### config.mk
export PLATFORM = sky130hd
export DESIGN_NAME = approx_ctrl
export DESIGN_NICKNAME = d
export VERILOG_FILES = /design/src/rtl/approx_pkg.sv /design/src/rtl/sat_shift.sv /design/src/rtl/approx_ctrl.sv
export SDC_FILE = /design/constraint.sdc
export NUM_CORES = 1
export LEC_CHECK = 0
export ABC_AREA = 1
export BUFFER_PORTS_ARGS = -buffer_cell sky130_fd_sc_hd__buf_2
export CAP_MARGIN = 10
export CORE_AREA = 2 2 111 113
export DETAILED_ROUTE_END_ITERATION = 12
export DIE_AREA = 0 0 113 115
export PLACE_DENSITY = 0.48
export SLEW_MARGIN = 40
export SYNTH_ARGS = -nofsm -noshare
export SYNTH_HDL_FRONTEND = slang
export SYNTH_SLANG_ARGS = --single-unit
### constraint.sdc
create_clock -name clk -period 6.3 [get_ports clk]
set_input_delay 0.63 -clock clk [delete_from_list [all_inputs] [get_ports clk]]
set_output_delay 0.63 -clock clk [all_outputs]
set_load 0.05 [all_outputs]
### src/rtl/approx_pkg.sv
// ============================================================================
//  Module   : approx_pkg
//  Brief    : Shared ALU opcodes, FSM encoding, Q2.14 constants and Horner
//             coefficients for the ln(x) approximation controller.
//  Revision : 1.0  initial release
// ============================================================================
`default_nettype none

package approx_pkg;

    localparam logic [2:0] c_MODE_ADD_ONE  = 3'd0;
    localparam logic [2:0] c_MODE_SUB_ONE  = 3'd1;
    localparam logic [2:0] c_MODE_ADD_SUB  = 3'd2;
    localparam logic [2:0] c_MODE_MULTIPLY = 3'd3;
    localparam logic [2:0] c_MODE_IDLE     = 3'd4;

    localparam logic [2:0] c_ST_IDLE = 3'd0;
    localparam logic [2:0] c_ST_PREP = 3'd1;
    localparam logic [2:0] c_ST_MUL  = 3'd2;
    localparam logic [2:0] c_ST_ACC  = 3'd3;
    localparam logic [2:0] c_ST_DONE = 3'd4;

    localparam logic signed [15:0] c_ONE = 16'sd16384;

    typedef struct packed {
        logic        neg;
        logic [15:0] mag;
    } coef_t;

    // Indexed by k: c0, c1, c2, c3, c4.
    localparam coef_t c_COEF_TBL [5] = '{
        '{1'b0, 16'd0},
        '{1'b0, 16'd16384},
        '{1'b1, 16'd8192},
        '{1'b0, 16'd5461},
        '{1'b1, 16'd4096}
    };

    function automatic logic [15:0] coef_value(input coef_t c);
        return c.neg ? (~c.mag + 16'd1) : c.mag;
    endfunction

endpackage

`default_nettype wire

### src/rtl/sat_shift.sv
// ============================================================================
//  Module   : sat_shift
//  Brief    : Arithmetic right shift of a 32-bit signed value followed by
//             saturation to the signed 16-bit range.
//  Revision : 1.0  initial release
// ============================================================================
`default_nettype none

module sat_shift (
    input  logic [31:0] i_din,
    input  logic [4:0]  i_shift,
    output logic [15:0] o_dout
);

    logic signed [31:0] w_shifted;

    // Arithmetic shift floors toward minus infinity before clamping.
    assign w_shifted = $signed(i_din) >>> i_shift;

    always_comb begin
        if (w_shifted > 32'sd32767) begin
            o_dout = 16'h7fff;
        end else if (w_shifted < -32'sd32768) begin
            o_dout = 16'h8000;
        end else begin
            o_dout = w_shifted[15:0];
        end
    end

endmodule

`default_nettype wire

### src/rtl/approx_ctrl.sv
// ============================================================================
//  Module   : approx_ctrl
//  Brief    : Sequences an external ALU through the Horner evaluation of
//             ln(1+t), t = x - 1.0, in signed Q2.14 with saturation.
//  Revision : 1.0  initial release
// ============================================================================
`default_nettype none

module approx_ctrl
    import approx_pkg::*;
#(
    parameter int FRAC_BITS = 14
) (
    input  logic        clk,
    input  logic        rst,
    input  logic        start_i,
    input  logic [15:0] x_i,
    output logic        busy_o,
    output logic        done_o,
    output logic [15:0] y_o,
    output logic [2:0]  alu_mode_o,
    output logic [15:0] alu_op_a_o,
    output logic [15:0] alu_op_b_o,
    output logic        alu_sigma_n_o,
    input  logic [31:0] alu_res_i
);

    localparam logic [4:0] c_FRAC_SHIFT = 5'(FRAC_BITS);

    logic [2:0]  r_state;
    logic [15:0] r_x;
    logic [15:0] r_t;
    logic [15:0] r_y;
    logic [1:0]  r_k;
    logic        r_busy;
    logic        r_done;
    logic [15:0] r_y_out;

    logic [15:0] w_mul_sat;
    logic [15:0] w_res_sat;
    coef_t       w_coef;
    logic [2:0]  w_alu_mode;
    logic [15:0] w_op_a;
    logic [15:0] w_op_b;
    logic        w_sigma;

    sat_shift u_sat_mul (
        .i_din   (alu_res_i),
        .i_shift (c_FRAC_SHIFT),
        .o_dout  (w_mul_sat)
    );

    sat_shift u_sat_res (
        .i_din   (alu_res_i),
        .i_shift (5'd0),
        .o_dout  (w_res_sat)
    );

    assign w_coef = c_COEF_TBL[{1'b0, r_k}];

    // ALU drive is a pure decode of registered state, so the ALU result never
    // feeds back into its own operands within a cycle.
    always_comb begin
        w_alu_mode = c_MODE_IDLE;
        w_op_a     = '0;
        w_op_b     = '0;
        w_sigma    = 1'b0;
        case (r_state)
            c_ST_PREP: begin
                w_alu_mode = c_MODE_SUB_ONE;
                w_op_a     = r_x;
            end
            c_ST_MUL: begin
                w_alu_mode = c_MODE_MULTIPLY;
                w_op_a     = r_y;
                w_op_b     = r_t;
            end
            c_ST_ACC: begin
                w_alu_mode = c_MODE_ADD_SUB;
                w_op_a     = r_y;
                w_op_b     = w_coef.mag;
                w_sigma    = w_coef.neg;
            end
            default: ;
        endcase
    end

    always_ff @(posedge clk or posedge rst) begin
        if (rst) begin
            r_state <= c_ST_IDLE;
            r_x     <= '0;
            r_t     <= '0;
            r_y     <= '0;
            r_k     <= '0;
            r_busy  <= 1'b0;
            r_done  <= 1'b0;
            r_y_out <= '0;
        end else begin
            case (r_state)
                c_ST_IDLE: begin
                    if (start_i) begin
                        r_x     <= x_i;
                        r_busy  <= 1'b1;
                        r_state <= c_ST_PREP;
                    end
                end
                c_ST_PREP: begin
                    r_t     <= w_res_sat;
                    r_y     <= coef_value(c_COEF_TBL[4]);
                    r_k     <= 2'd3;
                    r_state <= c_ST_MUL;
                end
                c_ST_MUL: begin
                    r_y     <= w_mul_sat;
                    r_state <= c_ST_ACC;
                end
                c_ST_ACC: begin
                    r_y <= w_res_sat;
                    if (r_k == 2'd0) begin
                        r_y_out <= w_res_sat;
                        r_done  <= 1'b1;
                        r_state <= c_ST_DONE;
                    end else begin
                        r_k     <= r_k - 2'd1;
                        r_state <= c_ST_MUL;
                    end
                end
                c_ST_DONE: begin
                    r_done  <= 1'b0;
                    r_busy  <= 1'b0;
                    r_state <= c_ST_IDLE;
                end
                default: r_state <= c_ST_IDLE;
            endcase
        end
    end

    assign busy_o        = r_busy;
    assign done_o        = r_done;
    assign y_o           = r_y_out;
    assign alu_mode_o    = w_alu_mode;
    assign alu_op_a_o    = w_op_a;
    assign alu_op_b_o    = w_op_b;
    assign alu_sigma_n_o = w_sigma;

endmodule

`default_nettype wire

==> flow_metrics.tcl <==
set metrics [dict create \
    finalClockSkew_ns 0.006830 \
    grt_setup_unrepaired "no" \
    grt_pass1_vias 3103 \
    area_growth_syn_to_layout_pct 26.89 \
    numCtsBuffers 9 \
    status "complete, but fails checks" \
    cpMaxStageDelayCell "dfrtp_1" \
    ctsLongestPathBuffers 2 \
    async_flop_share_pct 100.0 \
    netlist_top_cells_count "149 x nand2_1, 71 x dfrtp_1, 36 x nor2_1, 35 x inv_1, 32 x o21ai_0" \
    firstDrtPassIters 8 \
    synthTopCellsByArea "dfrtp_1 52%, nand2_1 16%, o21ai_0 4.6%" \
    row_count 40 \
    setup_violations 0 \
    syn_area_per_cell_sq_um 8.019 \
    ioPinCount 105 \
    leakage_nw 2.300 \
    slew_headroom_pct 54.96 \
    setup_slack_ns 3.325 \
    num-fill-cells 1281 \
    final.setup.tns_ns 0 \
    netlist_area_sq_um 3448 \
    critPathLaunchType "register" \
    gp_congestion 0.8372 \
    fin_util_pct 37.04 \
    ys.flop_type "dfrtp_1" \
    drive_gt1_share_pct 27.10 \
    num_antenna_cells 0 \
    start_util_pct 29.19 \
    die_area_sq_um 13000 \
    synth_seq_area_share_pct 51.52 \
    fmax_ghz 0.3361 \
    globalRoute.totalOverflow 0 \
    holdWs_ns 0.4553 \
    drc 6 \
    worst_slew_pin_slew_ns 0.6756 \
    avgViaCountPerCell 4.570 \
    port_buffers 104 \
    drv_cap 0 \
    ant_nets 0 \
    clkLatencyLatePin_ns 0.34 \
    core_area_sq_um 11810 \
    final.period_utilization_pct 47.22 \
    end_kind "primary output" \
    ys_types 26 \
    drtIter0Drc 187 \
    post_cts_resize_count 0 \
    netlist_instances 430 \
    cts.sink_count 71 \
    netlist.area_leader.share_pct 51.52 \
    required_ns 5.67 \
    die_w_um 113 \
    peakVddDrop_v 0.0002452 \
    synth.ff_latch_count 71 \
    cts_tree "yes" \
    fin_nets 585 \
    violations "design-rule violations" \
    cp_max_fo 36 \
    postCtsHoldBufs 0 \
    antenna_found_initial 0 \
    cts_setup_buffers 0 \
    path_common_cell "inv_2" \
    period_minus_slack_ns 2.975 \
    vias 3117 \
    yosysMostFrequentCell "nand2_1" \
    synth-edff-count 0 \
    slowest_delay_ns 0.46 \
    finalHoldViolCount 0 \
    maxSlewViolCount 0 \
    clockRootBuffer "clkbuf_16" \
    cp.arrival_ns 2.35 \
    htree_levels 3 \
    fp.dieH_um 115 \
    power_mw 2.898 \
    post-place-ws_ns 3.675 \
    grt_max_degree 72 \
    routed_wl_um 10350 \
    yosysWarnings 0 \
    yosys.area.top_type "dfrtp_1" \
    clk_pin_slew_ns 0.06 \
    crit_type "reg -> out" \
    grt_use_total_pct 16.57 \
    grt_pass1_wl_um 16470 \
    cp_cell_sequence "nor3_4 > buf_4 > inv_2 > nand2_2 > inv_2 > buf_2" \
    syn_nets 485 \
    post_drt_wl_per_cell_um 15.17 \
    min_path_type "in -> async" \
    dpl.hpwl_um 7623 \
    power_density_nw_per_um2 662.4 \
]
## report_power, final
part / switching [mW] / total [mW] / leakage (nW) / internal (mW)
clock: 0.199 / 0.476 / 0.132 / 0.276
sequential: 0.111 / 0.792 / 0.823 / 0.680
combinational: 1.24 / 1.63 / 1.35 / 0.386
## cells in the final DEF (no fill, tap or decap), types with 2 or more instances in the layout
master and count:
nand2_1 149, buf_2 104, dfrtp_1 71, nor2_1 36, inv_1 34, o21ai_0 32
o21ai_1 17, nand3_1 14, a21oi_1 12, inv_2 11, a22o_1 9, clkbuf_16 9
mux2_1 5, mux2_2 4, ha_1 4, nand2_2 2, nor3_2 2, o22ai_1 2
clkinv_2 2, clkinvlp_4 2, buf_4 2
## worst max-delay path, delay by kind of cell (launching register included)
kind / cells / cell delay, ns
buffers and inverters: 4 / 1.01
AND/OR/NAND/NOR: 2 / 0.52
flip-flops: 1 / 0.46
## per-stage QoR
stage,area (sq um),cells
floorplan,3448,430
global placement,4090,666
detailed placement,4099,666
CTS,4375,682
global route,4375,682
finish,4375,682
## metal layers
layer / vias to the layer above / routed length (um) / track usage (%)
li1: 1571 / - / -
met1: 1440 / 4771 / 22.54
met2: 90 / 4759 / 25.71
met3: 16 / 579 / 3.163
met4: 0 / 235 / 7.642
met5: - / 0 / 0
## state kept, by name, indices dropped and copies added, names as in the netlist
signal / cells
r_x: 16
done_o: 1
r_k: 2
busy_o: 1
y_o: 16
r_y: 16
r_state: 3
r_t: 16
## final timing paths
path	from	endpoint	slack (ns)	cells past startpoint
setup / recovery	r_state[2]	alu_mode_o[2]	3.32	6
hold / removal	rst	busy_o	0.46	3
setup reg to reg	r_state[2]	r_y[6]	4.25	7
hold reg to reg	y_o[4]	y_o[4]	0.47	2
max in group asynchronous	rst	r_t[14]	5.36	3
min in group clk	y_o[4]	y_o[4]	0.47	2
## final cells by class
| cell class | count | area (sq um) | share of cell area, % |
|---|---|---|---|
| clock buffers | 11 | 242.7 | 5.548 |
| repair buffers | 107 | 546.8 | 12.50 |
| multi-input cells | 295 | 1419 | 32.43 |
| inverters | 46 | 172.7 | 3.946 |
| flip-flops and latches | 71 | 1777 | 40.61 |
| clock inverters | 5 | 33.78 | 0.7721 |
| well taps | 147 | 183.9 | 4.204 |
## cell families (layout without fill, tap and decap cells)
group | count (synthesis) | after routing | synth area share (%)
mux | 9 | 9 | 2.939
simple gates | 207 | 207 | 24.27
flops | 71 | 71 | 51.52
buf+inv | 64 | 169 | 7.656
compound gates | 75 | 75 | 12.16
fa+ha+maj | 4 | 4 | 1.451
Power figures use the tool's default switching activity.
